$ cat config.mk
export PLATFORM = sky130hd
export DESIGN_NAME = coin_acceptor
export DESIGN_NICKNAME = d
export VERILOG_FILES = /design/src/rtl/coin_acceptor_pkg.sv /design/src/rtl/coin_debouncer.sv /design/src/rtl/coin_acceptor.sv
export SDC_FILE = /design/constraint.sdc
export NUM_CORES = 1
export LEC_CHECK = 0
export BUFFER_PORTS_ARGS = -buffer_cell sky130_fd_sc_hd__buf_2
export CAP_MARGIN = 25
export CORE_MARGIN = 2
export CORE_UTILIZATION = 57
export DETAILED_ROUTE_END_ITERATION = 10
export GPL_ROUTABILITY_DRIVEN = 1
export PLACE_DENSITY = 0.76
export SYNTH_ARGS = -nofsm -noshare
export SYNTH_HDL_FRONTEND = slang
export SYNTH_HIERARCHICAL = 1
export SYNTH_SLANG_ARGS = --single-unit
$ cat constraint.sdc
create_clock -name clk -period 7.1 [get_ports clk]
set_clock_uncertainty 0.2 [all_clocks]
set_input_delay 0.71 -clock clk [delete_from_list [all_inputs] [get_ports clk]]
set_output_delay 0.71 -clock clk [all_outputs]
set_load 0.1 [all_outputs]
$ cat src/rtl/coin_acceptor_pkg.sv
// coin_acceptor_pkg: shared types and parameter limits for the coin front-end.
//   coin_e      - queued event encoding (COIN_1 = 1'b0, COIN_2 = 1'b1)
//   out_state_e - output pulse FSM states
//   *_MIN/*_MAX - legal parameter ranges, clamp_param() applies them
package coin_acceptor_pkg;

  typedef enum logic {COIN_1 = 1'b0, COIN_2 = 1'b1} coin_e;

  typedef enum logic [1:0] {IDLE = 2'd0, EMIT = 2'd1, GAP = 2'd2} out_state_e;

  localparam int DEBOUNCE_MIN = 2;
  localparam int DEBOUNCE_MAX = 255;
  localparam int GAP_MIN      = 1;
  localparam int GAP_MAX      = 15;

  function automatic int clamp_param(int v, int lo, int hi);
    return (v < lo) ? lo : ((v > hi) ? hi : v);
  endfunction

endpackage

$ cat src/rtl/coin_debouncer.sv
// coin_debouncer: two-flop synchroniser, stability counter and registered
// rising-edge detector for one raw coin sensor.
//   clk, reset : system clock, async active-high reset
//   sense_i    : raw asynchronous sensor line
//   rise_o     : one-cycle pulse when the debounced level goes 0->1
module coin_debouncer #(
  parameter int DEBOUNCE_CYCLES = 16
) (
  input  logic clk,
  input  logic reset,
  input  logic sense_i,
  output logic rise_o
);

  localparam logic [7:0] CNT_LAST = 8'(DEBOUNCE_CYCLES - 1);

  logic       sync1_q, sync2_q;
  logic       level_q, level_d;
  logic       prev_q, rise_q;
  logic [7:0] cnt_q, cnt_d;

  // Count consecutive cycles the synchronised input disagrees with the
  // debounced level; any agreeing sample restarts the count.
  always_comb begin
    level_d = level_q;
    cnt_d   = '0;
    if (sync2_q != level_q) begin
      if (cnt_q == CNT_LAST) level_d = sync2_q;
      else                   cnt_d   = cnt_q + 8'd1;
    end
  end

  // Levels reset high (synchroniser too) so a sensor held high through
  // reset must first be seen low-stable before it can produce an event.
  always_ff @(posedge clk or posedge reset) begin
    if (reset) begin
      sync1_q <= 1'b1;
      sync2_q <= 1'b1;
      level_q <= 1'b1;
      prev_q  <= 1'b1;
      cnt_q   <= '0;
      rise_q  <= 1'b0;
    end else begin
      sync1_q <= sense_i;
      sync2_q <= sync1_q;
      level_q <= level_d;
      prev_q  <= level_q;
      cnt_q   <= cnt_d;
      rise_q  <= level_q & ~prev_q;
    end
  end

  assign rise_o = rise_q;

endmodule

$ cat src/rtl/coin_acceptor.sv
// coin_acceptor: debounces two coin sensors, queues accepted coins in arrival
// order and replays them as single-cycle pulses separated by an idle gap.
//   clk, reset   : system clock, async active-high reset
//   coin_1_sense : raw Rs1 sensor      coin_2_sense : raw Rs2 sensor
//   enable       : 1 = accept coins, 0 = refuse every detected coin
//   coin_1/2     : one-cycle pulse per accepted coin
//   reject       : one-cycle pulse in any cycle that refuses a coin
//   queue_level  : number of queued events
module coin_acceptor
  import coin_acceptor_pkg::*;
#(
  parameter int DEBOUNCE_CYCLES = 16,
  parameter int GAP_CYCLES      = 2,
  parameter int FIFO_DEPTH      = 4
) (
  input  logic                          clk,
  input  logic                          reset,
  input  logic                          coin_1_sense,
  input  logic                          coin_2_sense,
  input  logic                          enable,
  output logic                          coin_1,
  output logic                          coin_2,
  output logic                          reject,
  output logic [$clog2(FIFO_DEPTH):0]   queue_level
);

  localparam int AW = $clog2(FIFO_DEPTH);
  localparam int LW = AW + 1;
  localparam int DB = clamp_param(DEBOUNCE_CYCLES, DEBOUNCE_MIN, DEBOUNCE_MAX);
  localparam int GP = clamp_param(GAP_CYCLES, GAP_MIN, GAP_MAX);
  localparam logic [LW-1:0] DEPTH_L = LW'(FIFO_DEPTH);
  localparam logic [3:0]    GAP_L   = 4'(GP);

  logic rise1, rise2;

  coin_debouncer #(.DEBOUNCE_CYCLES(DB)) u_deb1 (
    .clk(clk), .reset(reset), .sense_i(coin_1_sense), .rise_o(rise1));
  coin_debouncer #(.DEBOUNCE_CYCLES(DB)) u_deb2 (
    .clk(clk), .reset(reset), .sense_i(coin_2_sense), .rise_o(rise2));

  logic [FIFO_DEPTH-1:0] mem_q, mem_d;
  logic [AW-1:0]         wr_q, wr_d, rd_q, rd_d;
  logic [LW-1:0]         cnt_q, cnt_d, room;
  logic                  pop, reject_q, reject_d;
  out_state_e            state_q, state_d;
  logic [3:0]            gap_q, gap_d;
  coin_e                 cur_q, cur_d;

  always_comb begin
    mem_d    = mem_q;
    wr_d     = wr_q;
    rd_d     = rd_q;
    reject_d = 1'b0;
    state_d  = state_q;
    gap_d    = gap_q;
    cur_d    = cur_q;
    pop      = 1'b0;
    // Free space is judged before this cycle's pop; Rs1 claims a slot first.
    room     = DEPTH_L - cnt_q;

    if (rise1) begin
      if (enable && room != '0) begin
        mem_d[wr_d] = COIN_1;
        wr_d        = wr_d + 1'b1;
        room        = room - 1'b1;
      end else begin
        reject_d = 1'b1;
      end
    end
    if (rise2) begin
      if (enable && room != '0) begin
        mem_d[wr_d] = COIN_2;
        wr_d        = wr_d + 1'b1;
        room        = room - 1'b1;
      end else begin
        reject_d = 1'b1;
      end
    end

    unique case (state_q)
      IDLE: if (cnt_q != '0) begin
        pop     = 1'b1;
        cur_d   = coin_e'(mem_q[rd_q]);
        rd_d    = rd_q + 1'b1;
        state_d = EMIT;
      end
      EMIT: begin
        state_d = GAP;
        gap_d   = GAP_L;
      end
      GAP: begin
        if (gap_q == 4'd1) state_d = IDLE;
        else               gap_d   = gap_q - 4'd1;
      end
      default: state_d = IDLE;
    endcase

    // Net change: pushes this cycle minus the pop.
    cnt_d = cnt_q + ((DEPTH_L - cnt_q) - room) - LW'(pop);
  end

  always_ff @(posedge clk or posedge reset) begin
    if (reset) begin
      mem_q    <= '0;
      wr_q     <= '0;
      rd_q     <= '0;
      cnt_q    <= '0;
      reject_q <= 1'b0;
      state_q  <= IDLE;
      gap_q    <= '0;
      cur_q    <= COIN_1;
    end else begin
      mem_q    <= mem_d;
      wr_q     <= wr_d;
      rd_q     <= rd_d;
      cnt_q    <= cnt_d;
      reject_q <= reject_d;
      state_q  <= state_d;
      gap_q    <= gap_d;
      cur_q    <= cur_d;
    end
  end

  assign coin_1      = (state_q == EMIT) && (cur_q == COIN_1);
  assign coin_2      = (state_q == EMIT) && (cur_q == COIN_2);
  assign reject      = reject_q;
  assign queue_level = cnt_q;

endmodule

=== Yosys cells after proc, flatten, opt, wreduce, memory -nomap -nowiden ===
Cells that the tools add are included.

* Add/subtract/negate cells: 12
* Multipliers: 0
* Divide/modulo/power cells: 0
* Magnitude comparators: 5
* Eq/ne operators: 10
* Shift operators: 0
* Muxes and demuxes: 33
* Bitwise logic cells: 8
* Reductions and logical operators: 16

{| class="wikitable"
|+ Operators with widths
! cell !! number
|-
| 8-bit two-way mux || 4
|-
| 4-bit two-way mux || 5
|-
| 8-bit by 1-bit adder with 8-bit output, second input constant || 2
|-
| 8-bit by 4-bit equality test with 1-bit output, second input constant || 2
|-
| 2-bit two-way mux || 6
|-
| 3-bit two-way mux || 4
|-
| 2-bit AND reduction || 5
|-
| 2-bit by 3-bit < comparator with 1-bit output, second input constant || 3
|-
| 1-bit two-way mux || 9
|-
| 3-bit nonzero test || 3
|-
| 4-bit one-hot mux with 2 select lines || 1
|-
| 2-bit by 1-bit adder with 2-bit output, second input constant || 3
|-
| 1-bit logical AND || 6
|-
| 2-bit inequality test, second input constant || 3
|-
| 2-bit one-hot mux with 3 select lines || 1
|-
| 3-bit by 1-bit subtractor with 3-bit output, second input constant || 2
|-
| 4-bit AND || 1
|-
| 1-bit demux with 2-bit select || 2
|-
| 4-bit by 1-bit equality test with 1-bit output, second input constant || 1
|-
| 2-bit by 1-bit greater-or-equal comparator with 1-bit output, second input constant || 2
|-
| 4-bit inverter || 1
|-
| 4-bit OR || 1
|-
| 4-bit by 1-bit subtractor with 4-bit output, second input constant || 1
|-
| 3-bit adder || 1
|-
| 11 further kinds || 15
|}

* Register bits: 45
* Latch bits: 0
* Bits in writable memories: 0
* ROM bits: 0
* Input port bits: 5
* Output and inout bits: 6
* Logic and storage cells: 104
* Memories kept: 0

=== Depth between registers and ports, before layout ===
Gate-level depths: netlist of the first run.

* Word-level depth: 12
* Mapped depth: 22
* Mapped depth without buffers: 20

=== By module ===
Netlist of the first run, hierarchy kept.

{| class="wikitable"
|+ Modules (own cells, without submodules)
! module !! instances !! cells an instance !! area each (um^2) !! seq. area each (um^2)
|-
| coin_acceptor || 1 || 129 || 1332.5 || 475.5
|-
| coin_debouncer (u_deb2) || 1 || 45 || 548.0 || 330.3
|-
| coin_debouncer (u_deb1) || 1 || 47 || 545.5 || 330.3
|}

=== Worst setup path before layout of the first run ===
No wires, ideal clock.

* Kind: flip-flop to flip-flop
* From: register cnt_q[0], in the netlist queue_level[0]
* To: register cnt_q[2], in the netlist queue_level[2]
* Setup time: 0.125 ns
* Arrival time: 4.888 ns
* Data required time: 6.775 ns
* Path slack: 1.887 ns
* Cell stages (with the launch flop): 20
* Path buffers: 1
* Path through: dfrtp_1 inv_1 ha_1 ha_1 ha_1 mux2_4 ha_1 nand2b_1 or2_1 buf_6 xnor2_1 fa_1 xnor2_1 xnor2_1 ha_1 inv_1 fa_1 xnor2_1 xnor2_1 xnor2_1

* Longest elaborated chain between the ends: 12

{| class="wikitable"
|+ RTL lines
! what !! line !! text
|-
| start: declaration || coin_acceptor.sv:43 || <nowiki>logic [LW-1:0] cnt_q, cnt_d, room;</nowiki>
|-
| start signal: assignment || coin_acceptor.sv:116 || <nowiki>cnt_q <= cnt_d;</nowiki>
|-
| parallel branches: the longest is 11 deep, another holds 3-bit subtractor || - ||
|-
| 3-bit by 1-bit subtractor with 3-bit output * || coin_acceptor.sv:99 || <nowiki>cnt_d = cnt_q + ((DEPTH_L - cnt_q) - room) - LW'(pop);</nowiki>
|-
| named net cnt_d[2] || coin_acceptor.sv:43 ||
|}

Mark *: on every way through the listed nets, which the timed path passes.
A chain may end at the register's enable or synchronous reset.

=== Worst setup path after layout of the first run ===
Same ends and word-level chain as after synthesis.

==> out/metrics.cfg, run 1 <==
[run_status]
outcome=finished clean

[placed_design]
dp_hpwl_um=2690
place_inst=277
place_congestion=0.816
io_buffers=10

[route]
viasPerCell=5.43
drc=0
via_count=1548
wl_per_cell_um=12.9
dr.pass1.iters=4
totalWireLength_um=3670
drtIter0Drc=80
drtAntennaViolNets=0

[synthesis]
synth_top_family_by_area=simple AND/OR/NAND/NOR gates
synth_fp_nets=249
synth_compound_area_share_pct=10.5
syn_inst=221
synth_flop_cell=dfrtp_1
netlist_area_sq_um=2430
yosysTopAreaCellShare_pct=38.2
yosys.area_share.simple_pct=15.2
ys_types=47
ys_seq_area_share_pct=46.8
yosys.area_share.adder_pct=12.8
yosys-top-cells-area=dfrtp_1 (38%), ha_1 (10%), dfstp_2 (8.7%), xnor2_1 (5.1%), inv_1 (3.4%)
synth_most_common_cell=dfrtp_1
synth_xor_area_share_pct=6.45
ys_ff_latch=45
yosysWarnings=6
synth_area_leader_cell=dfrtp_1
synthArstFlopShare_pct=100
synth_edf_count=0
muxShareOfSynthArea_pct=3.71
synthTopCellsByCount=dfrtp_1 (37), inv_1 (22), ha_1 (20)
postSynthAreaPerCell_sq_um=11.0

[worst_setup_path]
critPathKind=reg2reg
cp.arrival_ns=4.73
crit_path_end_kind=flop
regToRegStartpoint=queue_level[0]
start_kind=flop
crit_required_ns=7.12
cp-startpoint=queue_level[0]
reg2reg_depth=20
r2r_setup_slack_ns=2.39
cp_max_fo=6

[worst_hold_path]
hold_start=u_deb2/sync1_q
hp-class=reg2reg
holdPathStages=0

[timing]
fin_tns_setup_ns=0
fin_crit_ns=4.71
timing.hold.ws_ns=0.158
finalSetupViolations=0
hold_viol=0
rsz0062_at_grt=false
finalCritPeriodShare_pct=66.3
fmax_mhz=212
maxSlewHeadroom_pct=50.2
slew_viol_final=0
worstMarginPinSlew_ns=0.747

[clocking]
cts_setup_buffers=0
postCtsHoldBufs=0
clock_sinks=45
clk_pin_slew_worst_paths_ns=0.08
cts_tree=yes
clock_path_buffers=2
htreeDepth=2
cts_resized=0
clock_latency_ns=0.29
root_buffer=clkbuf_8
cts_buffers=5

[pwr]
p_leak_nw=1.22
power.density_nw_per_um2=413
finalPower_mw=1.07
ir_worst_vdd_mv=0.213

[global_routing]
grt_overflow_total=0
antenna_found_initial=0
grtUsageMet3_pct=4.80
met2_usage_pct=28.3
grtUsageTotal_pct=17.2
first_global_vias=1486
grt_util_met1_pct=22.1
grt_first_pass_wirelength_um=6640
grt_max_degree=20
busiest_layer=met2

[die]
rows=23
floorplan.initialDensity_pct=59.8
core-area_sq_um=4060
die_y_um=69.2
chipWidth_um=69.2
die_area_sq_um=4790
ios=11

[finish]
drive_above_1_share_pct=15.7
syn_to_final_growth_pct=7.22
final_cells=285
fin_nets=262
n_antenna_cell=0
n_fill_cell=292
postLayoutCoreUtil_pct=64.1

[flow_run]
maxCapViolations=0

cells in the final DEF (no fill, tap or decap), types with 2 or more instances in the layout:
master / netlist / routed
dfstp_2: 8 / 8
xor2_1: 2 / 2
nand2b_1: 2 / 2
nand2_1: 15 / 15
xnor2_1: 14 / 14
nor3_1: 2 / 2
nor2b_1: 3 / 3
fa_1: 3 / 3
a22o_1: 7 / 7
nand3_1: 9 / 9
ha_1: 20 / 20
nor2_1: 13 / 13
mux2i_1: 3 / 3
a311oi_1: 2 / 2
buf_2: 0 / 10
clkbuf_8: 0 / 6
o21ai_0: 9 / 9
dfrtp_1: 37 / 37
a32o_1: 2 / 2
or3_1: 7 / 7
inv_1: 22 / 22
mux2_1: 2 / 2
nand4_1: 2 / 2
a31oi_1: 2 / 2
a21oi_1: 11 / 11
clkbuf_1: 1 / 2
cells by family after synthesis:
kind of cell | count (synthesis)
and+or+nand+nor | 65
xor gates and xnor gates | 17
AOI/OAI and AO/OA | 38
muxes | 7
DFF | 45
adders and majority gates | 23
buffers and inverters | 26
layer usage:
metal,wire [um],vias to the layer above
li1,-,784
met1,1800,745
met2,1710,14
met3,100,5
met4,58,0
met5,0,-
where the power goes:
part,leakage (nW),internal [mW],switching [mW]
logic,0.610,0.245,0.313
registers,0.564,0.304,0.0505
clock network,0.0455,0.0794,0.0813
total,1.22,0.628,0.445
per-stage QoR:
| step | worst slack [ns] | cell area [sq um] |
|---|---|---|
| detailed placement | 2.42 | 2510 |
| floorplan | 1.89 | 2430 |
| CTS | 2.39 | 2600 |
| finish | 2.39 | 2600 |
| global placement | 2.52 | 2510 |
| global route | 2.13 | 2600 |
cell type report:
class | count | area [sq um] | share of cell area, %
Timing Repair Buffer | 10 | 50.0 | 1.92
Clock buffer | 8 | 90.1 | 3.46
Multi-Input combinational cell | 150 | 1180 | 45.4
Inverter | 22 | 82.6 | 3.17
Tap cell | 50 | 62.6 | 2.41
Sequential cell | 45 | 1140 | 43.7
state kept, by name, indices dropped and copies added (netlist names), 2 cells and up:
name	flops
mem_q	4
rd_q	2
state_q	2
u_deb2/cnt_q	8
queue_level	3
u_deb1/cnt_q	8
gap_q	4
wr_q	2
path summary, 6_finish.rpt:
kind | to
worst max-delay path | queue_level[2]
worst min-delay path | u_deb2/sync2_q
worst max register to register | queue_level[2]
worst min register to register | u_deb2/sync2_q
max in group asynchronous | queue_level[2]
min in group asynchronous | u_deb2/cnt_q[6]
worst max-delay path, stage by stage, from the launching register on:
cell,delay (ns)
dfrtp_1,0.46
inv_1,0.10
ha_1,0.24
ha_1,0.21
nand3b_1,0.21
nor2_1,0.20
nor2_1,0.09
ha_1,0.20
ha_1,0.16
nand2b_1,0.17
or2_1,0.31
xnor2_1,0.26
fa_1,0.47
xnor2_1,0.18
xnor2_1,0.14
ha_1,0.15
inv_1,0.04
fa_1,0.37
xnor2_1,0.14
xnor2_1,0.18
xnor2_1,0.13
(Power assumes the default switching activity.)
==> run 2: changes to the inputs <==
- clock period: 7.1 -> 4.5 ns (I/O delays scaled with it)
==> run 2 against run 1 <==
Final area is 7.8% higher. Global-route usage is 1.1 points higher. Combinational power is 100% higher. Sequential power up 58%. Critical endpoint unchanged. Fmax grew 6.8%. Largest power group unchanged. Worst hold slack worse by 0.11 ns. Wire length up 8.2%. Utilization rose by 5.0 points. Die area unchanged. Non-clock buffer count grew 8.
==> out/metrics.cfg, run 2 (synthesis results as in run 1) <==
[placed_design]
place_inst=282
place_congestion=0.818
io_buffers=10
pre_cts_slack_ns=-0.0441
dp_hpwl_um=2950

[pwr]
power.density_nw_per_um2=698
p_leak_nw=1.28
finalPower_mw=1.96
ir_worst_vdd_mv=0.427

[route]
wl_per_cell_um=13.6
totalWireLength_um=3970
wl_met3_um=106
drtIter0Drc=78
viasPerCell=5.41
wl_met2_um=1940
top_layer=met4
drc=0
drtAntennaViolNets=0
wl_met1_um=1890
via_count=1584
dr.pass1.iters=4

[clocking]
clock_path_buffers=2
htreeDepth=2
cts_buffers=5
clk_pin_slew_worst_paths_ns=0.08
clock_sinks=45
clock_latency_ns=0.29
root_buffer=clkbuf_8
cts_tree=yes

[global_routing]
grtUsageTotal_pct=18.3
grt_overflow_total=0
antenna_found_initial=0
grt_first_pass_wirelength_um=7090
first_global_vias=1582
grt_max_degree=20

[worst_hold_path]
hold_start=coin_1_sense
hp-class=in2reg

[timing]
fmax_mhz=227
finalCritPeriodShare_pct=98.0
maxSlewHeadroom_pct=51.9
finalSetupViolations=0
timing.hold.ws_ns=0.0472
hold_viol=0
slew_viol_final=0
fin_tns_setup_ns=0
worstMarginPinSlew_ns=0.721
fin_crit_ns=4.41
rsz0062_at_grt=true
fin_ws_ns=0.0913

[worst_setup_path]
critPathKind=reg2reg
crit_path_max_incr_delay_ns=0.48
crit_path_end_kind=flop
cp_max_fo=3
slowest_stage=fa_1
start_kind=flop
crit_required_ns=4.50
path_cells=inv_4 -> ha_4 -> ha_4 -> nand3b_1 -> buf_4 -> mux2_4 -> ha_4 -> nand2b_4 -> or2_4 -> xnor2_4 -> fa_1 -> xnor2_2 -> xnor2_1 -> ha_2 -> inv_2 -> fa_2 -> xnor2_2 -> xnor2_1 -> xnor2_1
cp.arrival_ns=4.41
regToRegStartpoint=queue_level[0]
crit_buf_inv=3
cp-startpoint=queue_level[0]
path_delay_family=adder cells

[finish]
reg_top3=u_deb1/cnt_q: 8 flops, u_deb2/cnt_q: 8 flops
n_antenna_cell=0
fin_nets=270
syn_to_final_growth_pct=15.6
drive_above_1_share_pct=27.6
final_cell_mix=dfrtp_1 (34), inv_1 (19), nand2_1 (15), ha_1 (15), a21oi_1 (11)
final_cells=293
final_common_cell=dfrtp_1

[die]
ios=11
rows=23
die_y_um=69.2
chipWidth_um=69.2
die_area_sq_um=4790
core-area_sq_um=4060
floorplan.initialDensity_pct=59.8

[flow_run]
maxCapViolations=0

[run_status]
outcome=finished clean

run 2: changes by cell type in the layout (fill, tap and decap cells not counted), sizes merged:
cell         delta
buf             +7
clkbuf          -1
clkinv          +1
dlygate4sd3     +1
run 2: timing repair:
item | CTS | global route
pin swaps | 2 | 7
hold endpoints to repair | 9 | 0
buffers inserted | 0 | 2
endpoints found under the setup margin | 1 | 1
hold buffers | 1 | 0
resized for setup | 1 | 14
run 2: worst paths after layout:
path,slack [ns],to,depth (start not counted)
worst max-delay path,0.09,queue_level[2],19
worst min-delay path,0.05,u_deb1/sync1_q,1
worst max register to register,0.09,queue_level[2],19
worst min register to register,0.16,u_deb2/sync2_q,0
max in group asynchronous,2.92,queue_level[0],3
min in group asynchronous,0.53,u_deb1/cnt_q[2],3
run 2: metal layers:
layer | GRT usage [%] | vias to the layer above
li1 | - | 799
met1 | 23.8 | 762
met2 | 30.7 | 18
met3 | 4.07 | 5
met4 | 5.88 | 0
met5 | 0 | -
run 2: final cells by class:
type,count,area [sq um]
inverter,22,85.1
fill,301,1250
clock inverter,1,5.00
timing repair buffer,18,113
tap,50,62.6
clock buffer,7,96.3
multi-input combinational,150,1300
sequential,45,1140
run 2: worst register-to-register path: cells and delay by family (launching register included):
kind	cells	cell delay, ns
buffers and inverters	3	0.27
xor gates and xnor gates	6	0.98
muxes	1	0.31
and+or+nand+nor	3	0.63
adders and majority gates	6	1.50
DFF	1	0.43
run 2: power by group:
group | leakage [nW] | switching (mW) | internal, mW
clock network | 0.0542 | 0.132 | 0.139
logic | 0.669 | 0.604 | 0.522
registers | 0.561 | 0.0745 | 0.487
total | 1.28 | 0.811 | 1.15
run 2: stage by stage:
stage	area (sq um)	utilization [%]
final	2810	69.1
after CTS	2710	66.8
after global placement	2600	64.0
after global routing	2810	69.1
after detailed placement	2600	64.0
after floorplan	2470	-
==> run 3: changes to the inputs <==
--- a/constraint.sdc
+++ b/constraint.sdc
@@ -3,3 +3,3 @@
 set_input_delay 0.45 -clock clk [delete_from_list [all_inputs] [get_ports clk]]
 set_output_delay 0.45 -clock clk [all_outputs]
-set_load 0.1 [all_outputs]
+set_load 0.01 [all_outputs]
==> run 3 against run 2 <==
Clock power grew 14%. Utilization rose by 0.062 points. Sequential share of layout area fell by 0.30 points. Total power shrank 5.1%. Count of clock-buffer cells in the layout unchanged. Critical path type unchanged.
==> out/metrics.cfg, run 3 (synthesis results as in run 1) <==
[clocking]
clock_path_buffers=2
clock_latency_ns=0.29
clock_sinks=45
clk_pin_slew_worst_paths_ns=0.08
htreeDepth=2
root_buffer=clkbuf_8
cts_buffers=5
cts_tree=yes

[timing]
finalCritPeriodShare_pct=98.7
hold_viol=0
fmax_mhz=225
maxSlewHeadroom_pct=50.9
rsz0062_at_grt=true
fin_tns_setup_ns=0
slew_viol_final=0
fin_crit_ns=4.44
worstMarginPinSlew_ns=0.736
finalSetupViolations=0
fin_ws_ns=0.0596
timing.hold.ws_ns=0.0487

[worst_setup_path]
start_kind=flop
rr_endpoint=queue_level[2]
cp.arrival_ns=4.46
regToRegStartpoint=queue_level[0]
crit_required_ns=4.52
cp-startpoint=queue_level[0]
endpoint=queue_level[2]
r2r_setup_slack_ns=0.06
crit_path_end_kind=flop
reg2reg_depth=20
critPathKind=reg2reg
cp_max_fo=3

[flow_run]
maxCapViolations=0

[route]
viasPerCell=5.39
totalWireLength_um=4010
via_count=1586
drtIter0Drc=49
drtAntennaViolNets=0
dr.pass1.iters=4
wl_per_cell_um=13.6
drc=0

[placed_design]
place_area_sq_um=2540
place_congestion=0.806
pre_cts_slack_ns=0.0221
io_buffers=10
dp_hpwl_um=2820
place_inst=281

[finish]
final_common_cell=dfrtp_1
final_cells=294
n_antenna_cell=0
final_cell_area_sq_um=2810
syn_to_final_growth_pct=15.7
postLayoutCoreUtil_pct=69.2
drive_above_1_share_pct=26.6
final_cell_mix=dfrtp_1 (36), inv_1 (19), nand2_1 (15), ha_1 (14)
n_fill_cell=294
fin_nets=271
reg_top3=u_deb1/cnt_q: 8 flops, u_deb2/cnt_q: 8 flops

[die]
core-area_sq_um=4060
die_y_um=69.2
rows=23
chipWidth_um=69.2
die_area_sq_um=4790
floorplan.initialDensity_pct=59.8
ios=11

[pwr]
power.density_nw_per_um2=662
p_leak_nw=1.29
finalPower_mw=1.86
ir_worst_vdd_mv=0.257

[global_routing]
grt_overflow_total=0
grtUsageTotal_pct=17.9
grt_first_pass_wirelength_um=6910
grt_max_degree=20
antenna_found_initial=0
first_global_vias=1574

[run_status]
outcome=finished clean

[worst_hold_path]
hp-class=in2reg

-- run 3: cell types whose count changed in the layout (fill, tap and decap cells not counted), sizes merged --
cell    previous run  this run
clkinv             1         0
bufinv             0         1
buf               17        18
-- run 3: timing repair --
item | CTS | global route
endpoints found under the hold margin | 11 | 0
setup endpoints to repair | 1 | 1
buffers inserted | 0 | 4
pin swaps | 0 | 14
resized for setup | 1 | 22
hold buffers | 1 | 0
-- run 3: worst min path at each step --
| stage | slack [ns] | startpoint | endpoint | depth (start not counted) |
|---|---|---|---|---|
| after CTS | 0.04 | coin_2_sense | u_deb2/sync1_q | 1 |
| final | 0.05 | coin_2_sense | u_deb2/sync1_q | 1 |
| after global placement | 0.15 | u_deb2/sync1_q | u_deb2/sync2_q | 0 |
| after floorplan | 0.12 | reset | u_deb1/cnt_q[0] | 1 |
| after detailed placement | 0.15 | u_deb1/sync1_q | u_deb1/sync2_q | 0 |
| after global routing | 0.03 | coin_2_sense | u_deb2/sync1_q | 1 |
-- run 3: per-layer routing --
metal  up-vias  track usage (%)  share of wire, %
met4         0             5.23               1.2
met3         4             4.80               2.1
met5         -                0                 0
met1       776             22.5                47
met2        13             30.4                50
li1        793                -                 -
-- run 3: power by group --
| group | internal, mW | switching (mW) |
|---|---|---|
| combinational | 0.519 | 0.473 |
| clock | 0.181 | 0.129 |
| sequential | 0.480 | 0.0746 |
-- run 3: final cells by class --
class                           count  area (sq um)  area share [%]
Inverter                           22          82.6            2.94
Tap cell                           50          62.6            2.23
Multi-Input combinational cell    150          1290            45.9
Timing Repair Buffer               19           120            4.28
Clock inverter                      1          30.0            1.07
Clock buffer                        7          86.3            3.07
Sequential cell                    45          1140            40.5
-- run 3: critical path, cell delays in order (launching register included) --
cell and delay, ns:
dfrtp_2 0.37, inv_2 0.05, ha_4 0.18, ha_4 0.16
nand3b_1 0.23, nor2_4 0.21, xnor2_2 0.10, ha_2 0.19
ha_2 0.16, nand2b_4 0.14, or2_4 0.28, xnor2_4 0.16
fa_1 0.51, xnor2_1 0.21, xnor2_1 0.14, ha_2 0.19
inv_2 0.04, fa_2 0.39, xnor2_2 0.17, xnor2_1 0.16
xnor2_1 0.14
